--- src/rtl/bank_ring_buffer.sv ---
// bank_ring_buffer: multi-bank frame buffer between the windowing front end
// and the FFT core. The writer fills banks in ring order. Each completed bank
// is handed to the reader. The reader addresses the oldest complete bank with
// registered reads and releases it back to the writer when it is finished.
// Storage is a single simple dual-port RAM indexed by {bank, address}. This
// lets no_banks be any value >= 2, including values that are not a power of two.
module bank_ring_buffer #(
  parameter int no_banks      = 8,
  parameter int word_width    = 16,
  parameter int address_width = 5,
  localparam int BW = (no_banks > 1) ? $clog2(no_banks) : 1
) (
  input  logic                     clk,
  input  logic                     rst_n,
  input  logic                     wr_valid,
  output logic                     wr_ready,
  input  logic [word_width-1:0]    wr_data,
  output logic                     rd_bank_valid,
  output logic [BW-1:0]            rd_bank,
  input  logic                     rd_en,
  input  logic [address_width-1:0] rd_address,
  output logic [word_width-1:0]    rd_data,
  output logic                     rd_data_valid,
  input  logic                     rd_release,
  output logic [BW:0]              full_count
);

  localparam int DEPTH = 2 ** address_width;
  localparam int MW    = BW + address_width;
  localparam logic [BW:0]              FULL_C      = (BW+1)'(no_banks);
  localparam logic [BW:0]              EMPTY_C     = {(BW+1){1'b0}};
  localparam logic [BW-1:0]            LAST_BANK_C = BW'(no_banks - 1);
  localparam logic [BW-1:0]            ZERO_BANK_C = {BW{1'b0}};
  localparam logic [address_width-1:0] LAST_ADDR_C = {address_width{1'b1}};
  localparam logic [address_width-1:0] ZERO_ADDR_C = {address_width{1'b0}};

  // Bank storage. It is never reset, so frame contents survive a reset.
  logic [word_width-1:0] mem_r [0:no_banks*DEPTH-1];

  logic [BW-1:0]            wb_r;
  logic [address_width-1:0] wa_r;
  logic [BW-1:0]            rb_r;
  logic [BW:0]              full_count_r;
  logic [word_width-1:0]    rd_data_r;
  logic                     rd_data_valid_r;

  logic                     wr_ready_s;
  logic                     rd_bank_valid_s;
  logic                     wr_accept_s;
  logic                     bank_done_s;
  logic                     rd_accept_s;
  logic                     rel_accept_s;
  logic [BW-1:0]            wb_next_s;
  logic [BW-1:0]            rb_next_s;
  logic [MW-1:0]            wr_index_s;
  logic [MW-1:0]            rd_index_s;

  // Handshake qualification and ring-pointer successors from registered state.
  always_comb begin
    wr_ready_s      = (full_count_r != FULL_C);
    rd_bank_valid_s = (full_count_r != EMPTY_C);
    wr_accept_s     = wr_valid && wr_ready_s;
    bank_done_s     = wr_accept_s && (wa_r == LAST_ADDR_C);
    rd_accept_s     = rd_en && rd_bank_valid_s;
    rel_accept_s    = rd_release && rd_bank_valid_s;
    wr_index_s      = {wb_r, wa_r};
    rd_index_s      = {rb_r, rd_address};
    if (wb_r == LAST_BANK_C) begin
      wb_next_s = ZERO_BANK_C;
    end else begin
      wb_next_s = wb_r + 1'b1;
    end
    if (rb_r == LAST_BANK_C) begin
      rb_next_s = ZERO_BANK_C;
    end else begin
      rb_next_s = rb_r + 1'b1;
    end
  end

  // Writer/reader pointers and the count of complete, unreleased banks.
  always_ff @(posedge clk or negedge rst_n) begin
    if (!rst_n) begin
      wb_r         <= ZERO_BANK_C;
      wa_r         <= ZERO_ADDR_C;
      rb_r         <= ZERO_BANK_C;
      full_count_r <= EMPTY_C;
    end else begin
      if (wr_accept_s) begin
        wa_r <= wa_r + 1'b1;
        if (bank_done_s) begin
          wb_r <= wb_next_s;
        end
      end
      if (rel_accept_s) begin
        rb_r <= rb_next_s;
      end
      case ({bank_done_s, rel_accept_s})
        2'b10:   full_count_r <= full_count_r + 1'b1;
        2'b01:   full_count_r <= full_count_r - 1'b1;
        default: full_count_r <= full_count_r;
      endcase
    end
  end

  // RAM write port. The bank being filled is never readable, so no bypass exists.
  always_ff @(posedge clk) begin
    if (wr_accept_s) begin
      mem_r[wr_index_s] <= wr_data;
    end
  end

  // RAM read port with one-cycle registered data. Ignored reads hold rd_data.
  always_ff @(posedge clk or negedge rst_n) begin
    if (!rst_n) begin
      rd_data_r       <= {word_width{1'b0}};
      rd_data_valid_r <= 1'b0;
    end else if (rd_accept_s) begin
      rd_data_r       <= mem_r[rd_index_s];
      rd_data_valid_r <= 1'b1;
    end else begin
      rd_data_valid_r <= 1'b0;
    end
  end

  assign wr_ready      = wr_ready_s;
  assign rd_bank_valid = rd_bank_valid_s;
  assign rd_bank       = rb_r;
  assign full_count    = full_count_r;
  assign rd_data       = rd_data_r;
  assign rd_data_valid = rd_data_valid_r;

endmodule

--- config.mk ---
export PLATFORM = sky130hd
export DESIGN_NAME = bank_ring_buffer
export DESIGN_NICKNAME = d
export VERILOG_FILES = /design/src/rtl/bank_ring_buffer.sv
export SDC_FILE = /design/constraint.sdc
export NUM_CORES = 2
export LEC_CHECK = 0
export BUFFER_PORTS_ARGS = -buffer_cell sky130_fd_sc_hd__buf_2
export CAP_MARGIN = 25
export CORE_MARGIN = 2
export CORE_UTILIZATION = 45
export CTS_CLUSTER_DIAMETER = 40
export DETAILED_ROUTE_END_ITERATION = 10
export PLACE_DENSITY = 0.6
export SETUP_SLACK_MARGIN = 0.1
export SYNTH_ARGS = -nofsm -noshare
export SYNTH_HDL_FRONTEND = slang
export SYNTH_SLANG_ARGS = --single-unit
export TNS_END_PERCENT = 10
--- constraint.sdc ---
create_clock -name clk -period 8.1 [get_ports clk]
set_input_delay 0.405 -clock clk [delete_from_list [all_inputs] [get_ports clk]]
set_output_delay 0.405 -clock clk [all_outputs]
set_load 0.005 [all_outputs]
# Yosys cells after proc, flatten, opt, wreduce, memory -nomap -nowiden
# Memory sizes are Yosys's and may differ from the RTL's. A register that Yosys moved wholly into a read port is not among the register bits.
# Cells that the tools add are included.
# word_totals
ramBits	4096
word_cells	31
inputBits	26
n_memories	1
reg_bits	16
# classes
n_reduce_logical	8
mux	6
add_sub_neg	5
n_eq_ne	6
# mem_list
memory	depth	word_bits	rd	rd_ports_with_merged_regs	write_ports	line_no	text
mem_r	256	16	1	1	1	38	logic [word_width-1:0] mem_r [0:no_banks*DEPTH-1];
# op_table
op	n
case mux 4 bit (2 select lines)	1
adder 3 x 1 -> 3 bit (second input constant)	2
== test 3 bit (second input constant)	2
two-way mux 3 bit	2
adder 5 x 1 -> 5 bit (second input constant)	1
== test 5 bit (second input constant)	1
adder 4 x 1 -> 4 bit (second input constant)	1
logical AND 1 bit	4
!= test 4 bit (second input constant)	1
nonzero test 4 bit	1
subtractor 4 x 1 -> 4 bit (second input constant)	1
two-way mux 1 bit	3
== test 2 x 1 -> 1 bit (second input constant)	1
== test 2 bit (second input constant)	1
AND reduction 2 bit	1
nonzero test 2 bit	1
zero test 1 bit	1

# Depth between registers and ports, before layout
# depth
word_depth	5
mapped_depth	14
depth_no_buf	11

# Least setup slack after synthesis
# Ideal clock, no wire load.
# synth_path
path_type	reg-to-reg
from	reg full_count_r[0] (netlist: full_count[0])
to	mem mem_r[222][0] (enable)
path_stages_with_launch	10
period_less_slack_ns	2.821
arrival_ns	2.433
n_path_buf	4
setup_slack_ns	5.279
cell_sequence	dfrtp_1 > buf_6 > nor3_1 > nand2_1 > and2_1 > clkbuf_1 > clkbuf_1 > nand4_1 > clkbuf_1 > nor2_1
# synth_between
elab_chain_len	4
# synth_lines
item	line_no	text
start, declared	43	logic [BW:0] full_count_r;
start signal, assigned	98	2'b10: full_count_r <= full_count_r + 1'b1;
start signal, assigned	99	2'b01: full_count_r <= full_count_r - 1'b1;
start signal, assigned	100	default: full_count_r <= full_count_r;
!= test 4 bit	60	wr_ready_s = (full_count_r != FULL_C);
via wr_ready	16	output logic wr_ready,
logical AND 1 bit	62	wr_accept_s = wr_valid && wr_ready_s;
two-way mux 1 bit	107	if (wr_accept_s) begin
two-way mux 1 bit (implied by the code)	108	mem_r[wr_index_s] <= wr_data;
end, declared	38	
# The timed path passes the listed nets, and every way through them passes these cells.

==> results.yml <==
status:
  status: "complete, but fails checks"
  failing_checks: "slew limit"
timing:
  timing_max_transition_violations_final: 85
  max_slew.worst_pin.slew_ns: 1.611
  final_hold_vios: 0
  grt_setup_unrepaired: "no"
  final_setup_violation_count: 0
  worst_skew_ns: 0.05750
  relSlewSlack_pct: -7.371
  tns_ns: 0
  fin_crit_sh_pct: 52.40
  fmaxAchievable_mhz: 235.6
  period_needed_ns: 4.244
routing:
  drc_errors: 0
  dr.max_layer_used: "met5"
  drt-initial-drc-count: 12790
  wirelength_met1_um: 183300
  postRouteAntennaNets: 0
  wl_met3_um: 51120
  wl_um: 472400
  dr_vias: 83580
  via_density_per_instance: 6.240
  drt_first_pass_iters: 6
  dr_wl_met2_um: 220100
  route.detailed.wl_per_inst_um: 35.27
synthesis:
  synth_top_area_share_pct: 77.09
  postSynthNetCount: 7679
  syn_inst: 7641
  post_synth_and_or_nand_nor_area_fraction_pct: 2.138
  avgSynthCellArea_um2: 20.88
  synth_warn: 0
  adder_and_majority_gate_portion_of_the_synthesized_area_pct: 0.09411
  synth.lib_cells_used.distinct: 69
  post-synth-top-area-cell: "edfxtp_1"
  synth.top_cells.by_area: "edfxtp_1, mux4_2, mux2i_1"
  synthMuxAreaShare_pct: 14.30
  sequential_cell_area_fraction_in_the_yosys_report_pct: 77.60
  main_combinational_cell_family_by_area_after_synthesis: "multiplexers"
  synth.ff_latch_count: 4128
  synth-compound-area-share_pct: 3.804
  synthesis.area_mm2: 0.1595
  yosys.area_share.xor_xnor_pct: 0.04392
  synthFlopType: "edfxtp_1"
  synth_enable_flop_cells: 4096
  ys_async_sr_fraction_pct: 0.7752
clock_network:
  sinks_on_the_clock_net: 4128
  tritoncts.num_buffers: 485
  clock_tree.buffer_depth: 4
  tritoncts: "yes"
  clk_transition_reported_paths_ns: 0.06
  ctsResizeCount: 0
  clockRootBuffer: "clkbuf_16"
  h_tree_depth_reported_by_cts: 5
  clk_latency_worst_skew_pair_ns: 1.00
floorplanning:
  die-width_um: 599.4
  design.core.area_mm2: 0.3527
  overall_die_height_um: 599.4
  initial_utilization_pct: 45.24
  die_area_mm2: 0.3593
  cell_rows: 218
  num_io_pins: 52
final_layout:
  layout-area-overhead-vs-synth_pct: 16.04
  num-fill-cells: 26980
  nNetsFinal: 8272
  footprint_of_the_multi_input_gates_mm2: 0.03306
  layout.area.seq_mm2: 0.1238
  fin_cells: 13390
  final_cell_area_mm2: 0.1851
  proportion_of_layout_cells_with_a_drive_suffix_above_1_pct: 25.23
placement:
  post-dp-hpwl_um: 284700
  placedInstanceArea_mm2: 0.1674
  placed_cells: 12430
  port_buffers: 51
  gp_congestion: 0.8796
critical_path:
  critical_path_at_ns: 5.09
  critical_path.max_fanout: 69
  critical_path_class: "in2reg"
  setup.worst_path.start_class: "input pin"
  critPathCaptureType: "flop"
  wp_data_required_ns: 8.94
power_and_ir_drop:
  power.share.clock_pct: 44.8
  irDropWorstVdd_mv: 0.1930
  comb_power_share_pct: 8.3
  cell_internal_pwr_mw: 38.72
  power_switching_mw: 12.34
  power.static_leakage_nw: 59.89
  netSwitchingFraction_pct: 24.17
  seq_power_share_pct: 46.9
  areal_power_density_over_the_cells_mw_per_mm2: 275.8
grt:
  grt_antenna_before_repair: 26
  via_count_of_the_first_global_routing_pass: 80680
  gr-total-overflow: 0
  grt_pass1_wl_um: 651400
  grt_start_max_net_pins: 171
  track_usage_pct: 26.02
min_path:
  hold_path_class: "in2reg"
run:
  maxCapViolCount: 0
## state kept, by name, indices dropped and copies added (netlist names)
| name | count |
|---|---|
| wa_r | 5 |
| mem_r | 4096 |
| rd_data | 16 |
| rd_bank | 3 |
| rd_data_valid | 1 |
| wb_r | 3 |
| full_count | 4 |
## layout by cell type, fill, tap and decap left out, types with 25 or more instances in the layout
cell,n
a22oi_1,74
nand2_1,275
clkinv_1,57
clkbuf_1,53
clkinv_4,31
clkinvlp_4,43
o221ai_1,117
clkinv_2,77
a211oi_1,61
dfrtp_1,32
mux4_2,686
a21oi_1,99
a2111oi_0,35
a221oi_1,55
mux2i_1,658
nand3_1,62
o22ai_1,211
nor2_2,105
bufinv_16,85
mux4_1,26
buf_2,37
clkbuf_16,488
buf_4,384
buf_12,25
o21ai_0,90
a22o_1,29
inv_6,44
edfxtp_1,4096
nor3_1,47
buf_8,63
nand4_1,29
nor2_1,189
## area by class of cell
class | count | area share, %
antenna | 11 | 0.01487
clock buffer | 541 | 6.703
clock inverter | 365 | 2.488
inverter | 9 | 0.02230
multi-input combinational | 3049 | 17.85
sequential | 4128 | 66.87
tap | 4730 | 3.197
timing repair buffer | 561 | 2.853
## cell families after synthesis
logic type,count (synthesis)
and+or+nand+nor,791
xor gates and xnor gates,8
DFF,4128
adders and majority gates,12
buffers and inverters,464
muxes,1379
AOI/OAI and AO/OA,859
## cells in the mapped netlist (3+ instances only)
cell type	number
mux2_2	9
o21ai_0	98
clkbuf_1	164
nand4_1	29
buf_8	25
o22ai_1	211
o211ai_1	9
mux4_1	26
a211o_1	3
buf_12	17
buf_2	86
nor2_1	296
a2111oi_0	51
mux4_2	686
buf_1	23
nor4_1	20
buf_6	76
nand3b_1	5
edfxtp_1	4096
o221ai_1	117
or4_1	12
a31oi_1	16
inv_1	8
nor2b_1	11
a21oi_1	99
dfrtp_1	32
buf_4	61
a22oi_1	74
a311o_1	4
o31ai_1	7
and3_1	6
a211oi_1	61
a221oi_1	55
mux2i_1	658
a22o_1	29
xnor2_1	4
nand2_1	277
nor3_1	48
a311oi_1	4
and2_1	3
ha_1	12
nand3_1	68
xor2_1	4
## metal layers
metal	GRT usage (%)	vias up
li1	-	33360
met1	36.71	44650
met2	40.55	4819
met3	5.528	740
met4	8.571	14
met5	0	-
## critical path, cell delays in order
cell      delay [ns]
buf_8           0.50
buf_12          0.49
or2_4           0.81
buf_12          0.40
o221ai_1        0.26
a21oi_1         0.96
a31oi_1         0.24
nand3_1         0.22
or4_1           0.42
o211ai_1        0.15
## power groups by stage
stage	Clock, mW	Sequential [mW]	Combinational (mW)
after floorplan	0	24.3	1.79
after detailed placement	0	24.4	4.13
after global placement	0	24.4	4.04
after global routing	23.9	24.0	4.31
final	22.9	24.0	4.24
after CTS	23.1	24.0	4.15
## per-stage QoR
| stage | power [mW] | hold WS, ns | utilization (%) | setup slack, ns |
|---|---|---|---|---|
| after floorplan | 26.06 | 0.1094 | - | 5.279 |
| after global placement | 28.42 | 0.4788 | 47.20 | 2.595 |
| after detailed placement | 28.53 | 0.4766 | 47.47 | 3.005 |
| after CTS | 51.17 | 0.03418 | 52.34 | 3.670 |
| after global routing | 52.18 | 0.01926 | 52.49 | 3.721 |
| final | 51.06 | 0.01874 | 52.50 | 3.856 |
## path summary, 6_finish.rpt
| path | start | to | slack, ns | cells past startpoint |
|---|---|---|---|---|
| max reg2reg | rd_bank[0] | rd_data[8] | 4.15 | 10 |
| max | rd_address[2] | rd_data[11] | 3.86 | 10 |
| min in group asynchronous | rst_n | rd_data[6] | 0.14 | 3 |
| max in group asynchronous | rst_n | full_count[1] | 7.35 | 3 |
| min | wr_data[5] | mem_r[100][5] | 0.02 | 1 |
| min reg2reg | rd_data[6] | rd_data[6] | 0.50 | 2 |
## timing repair
item	in CTS	in global routing
hold buffers	17	0
hold endpoints to repair	726	0
buffers inserted	0	0
No activity file was read; power rests on OpenSTA's default activity.
